==> config.mk <==
export PLATFORM = sky130hd
export DESIGN_NAME = uart_tx_ctrl
export DESIGN_NICKNAME = d
export VERILOG_FILES = /design/src/rtl/uart_pkg.sv /design/src/rtl/uart_tx_ctrl.sv
export SDC_FILE = /design/constraint.sdc
export NUM_CORES = 1
export LEC_CHECK = 0
export CAP_MARGIN = 20
export CORE_AREA = 2 2 41 53
export CTS_BUF_LIST = sky130_fd_sc_hd__clkbuf_16
export CTS_CLUSTER_DIAMETER = 40
export DETAILED_ROUTE_END_ITERATION = 6
export DIE_AREA = 0 0 43 55
export PLACE_DENSITY_LB_ADDON = 0.12
export SLEW_MARGIN = 5
export SYNTH_ARGS = -nofsm -noshare
export SYNTH_HDL_FRONTEND = slang
export SYNTH_SLANG_ARGS = --single-unit
export TNS_END_PERCENT = 1
==> constraint.sdc <==
create_clock -name clock -period 2 [get_ports clock]
set_clock_uncertainty 0.15 [all_clocks]
set_input_delay 0.2 -clock clock [delete_from_list [all_inputs] [get_ports clock]]
set_output_delay 0.2 -clock clock [all_outputs]
set_load 0.02 [all_outputs]
==> src/rtl/uart_pkg.sv <==
// Shared UART definitions: transmit state encoding, parity modes, stop-bit options.
package uart_pkg;

  typedef enum logic [2:0] {
    ST_IDLE,
    ST_START,
    ST_DATA,
    ST_PARITY,
    ST_STOP
  } uart_tx_state_e;

  localparam logic PAR_EVEN = 1'b0;
  localparam logic PAR_ODD  = 1'b1;

  localparam int STOP_ONE = 1;
  localparam int STOP_TWO = 2;

  // Unused upper bits must be zero so they do not disturb the XOR.
  function automatic logic calc_parity(input logic [7:0] data, input logic mode);
    return (^data) ^ mode;
  endfunction

endpackage

==> src/rtl/uart_tx_ctrl.sv <==
// UART transmit sequencer: takes one word per valid/ready handshake and shifts it
// out on tx as start, LSB-first data, optional parity and stop bits, one bit per baud tick.
module uart_tx_ctrl
  import uart_pkg::*;
#(
  parameter int DATA_W     = 8,
  parameter int PARITY_EN  = 0,
  parameter int PARITY_ODD = 0,
  parameter int STOP_BITS  = 1
) (
  input  logic              clock,
  input  logic              reset,
  input  logic [DATA_W-1:0] tx_data,
  input  logic              tx_valid,
  output logic              tx_ready,
  input  logic              baud_tick,
  output logic              baud_en,
  output logic              tx,
  output logic              busy,
  output logic              done
);

  localparam int                CNT_W     = (DATA_W > 1) ? $clog2(DATA_W) : 1;
  localparam logic [CNT_W-1:0]  BIT_LAST  = CNT_W'(DATA_W - 1);
  localparam logic              STOP_LAST = (STOP_BITS == STOP_TWO) ? 1'b1 : 1'b0;
  localparam logic              PAR_MODE  = (PARITY_ODD != 0) ? PAR_ODD : PAR_EVEN;

  uart_tx_state_e    state_q, state_d;
  logic [DATA_W-1:0] shift_q, shift_d;
  logic [CNT_W-1:0]  bit_cnt_q, bit_cnt_d;
  logic              stop_cnt_q, stop_cnt_d;
  logic              parity_q, parity_d;
  logic              tx_q, tx_d;
  logic              baud_en_q, baud_en_d;
  logic              busy_q, busy_d;
  logic              done_q, done_d;
  logic [7:0]        par_src;

  always_comb begin
    state_d    = state_q;
    shift_d    = shift_q;
    bit_cnt_d  = bit_cnt_q;
    stop_cnt_d = stop_cnt_q;
    parity_d   = parity_q;
    done_d     = 1'b0;
    par_src    = '0;
    par_src[DATA_W-1:0] = tx_data;

    case (state_q)
      ST_IDLE: begin
        // Ticks are ignored here; the generator is held cleared anyway.
        if (tx_valid) begin
          shift_d  = tx_data;
          parity_d = calc_parity(par_src, PAR_MODE);
          state_d  = ST_START;
        end
      end
      ST_START: begin
        if (baud_tick) begin
          bit_cnt_d = '0;
          state_d   = ST_DATA;
        end
      end
      ST_DATA: begin
        if (baud_tick) begin
          shift_d = shift_q >> 1;
          if (bit_cnt_q == BIT_LAST) begin
            stop_cnt_d = 1'b0;
            state_d    = (PARITY_EN != 0) ? ST_PARITY : ST_STOP;
          end else begin
            bit_cnt_d = bit_cnt_q + 1'b1;
          end
        end
      end
      ST_PARITY: begin
        if (baud_tick) begin
          stop_cnt_d = 1'b0;
          state_d    = ST_STOP;
        end
      end
      ST_STOP: begin
        if (baud_tick) begin
          if (stop_cnt_q == STOP_LAST) begin
            done_d  = 1'b1;
            state_d = ST_IDLE;
          end else begin
            stop_cnt_d = 1'b1;
          end
        end
      end
      default: state_d = ST_IDLE;
    endcase
  end

  // Line value is decoded from the next state so tx changes together with the state.
  always_comb begin
    tx_d      = 1'b1;
    baud_en_d = (state_d != ST_IDLE);
    busy_d    = (state_d != ST_IDLE);
    case (state_d)
      ST_START:  tx_d = 1'b0;
      ST_DATA:   tx_d = shift_d[0];
      ST_PARITY: tx_d = parity_d;
      default:   tx_d = 1'b1;
    endcase
  end

  always_ff @(posedge clock) begin
    if (reset) begin
      state_q    <= ST_IDLE;
      shift_q    <= '0;
      bit_cnt_q  <= '0;
      stop_cnt_q <= 1'b0;
      parity_q   <= 1'b0;
      tx_q       <= 1'b1;
      baud_en_q  <= 1'b0;
      busy_q     <= 1'b0;
      done_q     <= 1'b0;
    end else begin
      state_q    <= state_d;
      shift_q    <= shift_d;
      bit_cnt_q  <= bit_cnt_d;
      stop_cnt_q <= stop_cnt_d;
      parity_q   <= parity_d;
      tx_q       <= tx_d;
      baud_en_q  <= baud_en_d;
      busy_q     <= busy_d;
      done_q     <= done_d;
    end
  end

  assign tx_ready = (state_q == ST_IDLE);
  assign baud_en  = baud_en_q;
  assign tx       = tx_q;
  assign busy     = busy_q;
  assign done     = done_q;

endmodule

==> impl_summary.md <==
Outcome
The run finished with clean final reports.

Setup path
The terminus of the critical flop-to-flop path is tx. Traced cell by cell, the critical path runs through nor3_1, clkdlybuf4s50_1. The sort of element at the end of the critical path is a primary output.

The maximum cell stage delay along the critical path is 630 ps. Setup slack on the worst reg-to-reg path comes out at ~300 ps. STA puts the critical path data arrival time at 1540 ps.

The worst-path cell with the longest stage delay is sky130_fd_sc_hd__clkdlybuf4s50_1. The startpoint of the most critical register-to-register path is state_q[0]. The critical path startpoint category is a flop. The number of cells traversed by the worst register-to-register path is 4. The maximum fanout along the worst path is 13. The critical path class is flop to primary output. The required time of the critical path is 1650 ps.

Drt
The post-route antenna net violation count is 0. After detailed routing, the average wire length per cell comes to between 10 and 15 microns. The count of TritonRoute iterations in the first routing pass is 4.

In the routed layout, each cell is associated on average with a via count of just under 6. The violation count after the first detailed-routing iteration is 26. Summed over all layers, the routed wires come to ~1600 microns. The remaining routing DRC violations is 0. The overall via count from detail_route is 733.

Flow run
Across the run, the number of max-cap violations was 0.

STA
The final setup TNS is 0 ps. The timing-limited maximum frequency is 0.5279 GHz. The share of the clock period used by the worst path is 94.72%.

Across all hold checks on the routed design, the worst slack comes to around 340 ps. Headroom to the max-slew limit came out at 71.47%. At the pin with the least slew margin, the transition time is between 400 and 500 ps.

Setup repair after global routing left no endpoint under its margin. The final-report hold violation count is 0. The clock period could shrink to between 1500 and 2000 ps. Setup violations remaining at the end of the flow were counted as 0. The final-report max-slew violation count is 0.

Finish
The library cells used most frequently in the layout, excluding fill and tap cells, are sky130_fd_sc_hd__dfxtp_1 (18), sky130_fd_sc_hd__nor2_1 (17), sky130_fd_sc_hd__clkdlybuf4s50_1 (16). The fraction of final layout cells with drive strength greater than 1 is 8.411%. The library cell used most frequently in the layout, excluding fill and tap cells, is sky130_fd_sc_hd__dfxtp_1. The antenna cell count is 0. The post-layout net count is roughly 120. The layout overhead on the synthesized area is 26.04%.

Clocking
The number of gates resized after CTS is 0. In this run, CTS created clock tree buffers numbering 3. The root buffer selected by CTS is sky130_fd_sc_hd__clkbuf_16. The number of hold buffers added after cts is 0. CTS saw 18 sinks.

Clock-pin slew was measured on the worst setup and hold paths at 50 ps. The number of H-tree branching levels is 1. The later pin in the worst-skew pair is clocked with a latency of 250 ps. The number of buffers on the longest clock path is 2. The number of buffers inserted to repair setup after CTS is 0. TritonCTS built the clock tree.

Power and ir drop
The leakage power is approximately 0.00042 uW. The highest ir drop seen on vdd is around 0.5 mV. The power density over cell area is 866.9 nW/um^2. Power comes to 955.6 uW.

Worst hold path
The hold-critical path depth is 2. The worst min-delay path startpoint is shift_q[0]. The path with the worst hold slack has its endpoint at shift_q[0]. The path class of the lowest-slack min-delay path is flop to flop.

Synthesis
During synthesis, Yosys emitted a total of 0 warnings. After synthesis, the mean cell area works out to roughly 9.3 sq um. Counting flops with a built-in enable in the synthesized netlist gives 0. In the synthesized netlist the async set-or-reset flop fraction comes to 0%. The number of synthesized register bits is 18. The number of different library cells used by synthesis comes to 30. The predominant post-synthesis flop cell is sky130_fd_sc_hd__dfxtp_1. For this run, the register share of the synthesized area comes to between 40% and 50%.

The post-synthesis net count is ~110. The number of instances in the synthesized netlist is 94. The mapped cell area is 874.6 sq um.

Die
For this configuration, the core starts out at a cell density of 46.23%. The count of boundary I/O pins is 17. The total number of placement rows is 18. The floorplan step set the die height to between 50 and 60 microns. The total area inside the core boundary comes to 1892 sq um. The area enclosed by the die boundary is between 2000 and 2500 sq um. The horizontal die dimension is approximately 43 microns.

Global route
Entering global routing, the biggest net connects 17 pins. The number of global-route vias before repair came to approximately 700. The overall overflow remaining after global route is 0. The first global-routing pass estimated 2808 microns of wire. The initial antenna violation count is 0.

The global routing usage summed across all routing layers is approximately 16%.

Place
Buffers placed on the I/O ports in this run total 16. The HPWL after detailed placement is 1148 microns. At the end of routability-driven placement, the weighted congestion stood at 0.7335.
-- cell families (layout without fill, tap and decap cells) --
logic type               Yosys count  after routing  synth area share [%]
multiplexers                       2              2                 2.289
adder cells (fa/ha/maj)            2              2                 2.861
buffers and inverters             11             24                 7.581
flip-flops                        18             18                 41.20
AND/OR/NAND/NOR                   30             30                 17.60
XOR/XNOR                           7              7                 7.010
AO/OA/AOI/OAI                     24             24                 21.46
-- synth_stat cells (2+ instances only) --
library cell | n | area (sq um)
sky130_fd_sc_hd__nor3b_1 | 2 | 15.01
sky130_fd_sc_hd__a21oi_1 | 4 | 20.02
sky130_fd_sc_hd__nor2b_1 | 2 | 12.51
sky130_fd_sc_hd__nor2_1 | 17 | 63.81
sky130_fd_sc_hd__mux2i_1 | 2 | 20.02
sky130_fd_sc_hd__dfxtp_1 | 18 | 360.4
sky130_fd_sc_hd__clkbuf_1 | 3 | 11.26
sky130_fd_sc_hd__nand2_1 | 3 | 11.26
sky130_fd_sc_hd__nor3_1 | 2 | 10.01
sky130_fd_sc_hd__xnor2_1 | 7 | 61.31
sky130_fd_sc_hd__buf_4 | 2 | 15.01
sky130_fd_sc_hd__ha_1 | 2 | 25.02
sky130_fd_sc_hd__a22oi_1 | 3 | 22.52
sky130_fd_sc_hd__buf_6 | 2 | 22.52
sky130_fd_sc_hd__buf_2 | 2 | 10.01
sky130_fd_sc_hd__o21ai_0 | 2 | 10.01
sky130_fd_sc_hd__a211oi_1 | 3 | 22.52
sky130_fd_sc_hd__a222oi_1 | 6 | 60.06
-- sequential cells by signal, indices dropped and copies added (netlist names) --
register   flops
state_q        3
busy           1
parity_q       1
tx             1
done           1
shift_q        8
bit_cnt_q      3
-- power by group --
group	internal [uW]	switching [uW]
combinational	89.0	77.2
sequential	382	15.2
clock	263	129
total	734	222
-- area by class of cell --
cell class / instances / area (sq um)
Clock buffer: 3 / 75.07
Fill cell: 173 / 789.5
Inverter: 1 / 3.754
Multi-Input combinational cell: 65 / 447.9
Sequential cell: 18 / 360.3
Tap cell: 20 / 25.02
Timing Repair Buffer: 20 / 190.2
-- per-stage QoR --
stage / std cells / setup WS [ps] / cell area [sq um] / utilization [%]
2_1_floorplan: 94 / 450.2 / 874.6 / -
3_3_place_gp: 124 / 33.62 / 1027 / 54.30
3_5_place_dp: 124 / 30.94 / 1027 / 54.30
4_1_cts: 127 / 88.38 / 1102 / 58.27
5_1_grt: 127 / 42.33 / 1102 / 58.27
6_report: 127 / 105.6 / 1102 / 58.27
-- how the worst max path moves through the flow --
stage,startpoint,endpoint,slack (ps),cells after the start
3_5_place_dp,tx_valid,shift_q[4],30,5
6_report,state_q[0],tx_ready,110,2
3_3_place_gp,tx_valid,shift_q[6],30,5
2_1_floorplan,bit_cnt_q[0],tx,450,5
4_1_cts,state_q[1],tx_ready,90,3
5_1_grt,state_q[0],tx_ready,40,2
-- critical path, delay by kind of cell (launching register included) --
family	cells	cell delay [ps]
simple gates	1	240
buf+inv	1	630
flops	1	420
-- metal layers --
layer | vias to the layer above | GRT usage (%) | part of all wire [%]
li1 | 370 | - | -
met1 | 343 | 17.13 | 46
met2 | 18 | 28.79 | 47
met3 | 2 | 3.247 | 5.0
met4 | 0 | 11.11 | 1.6
met5 | - | 0 | 0
(Power assumes the default switching activity.)
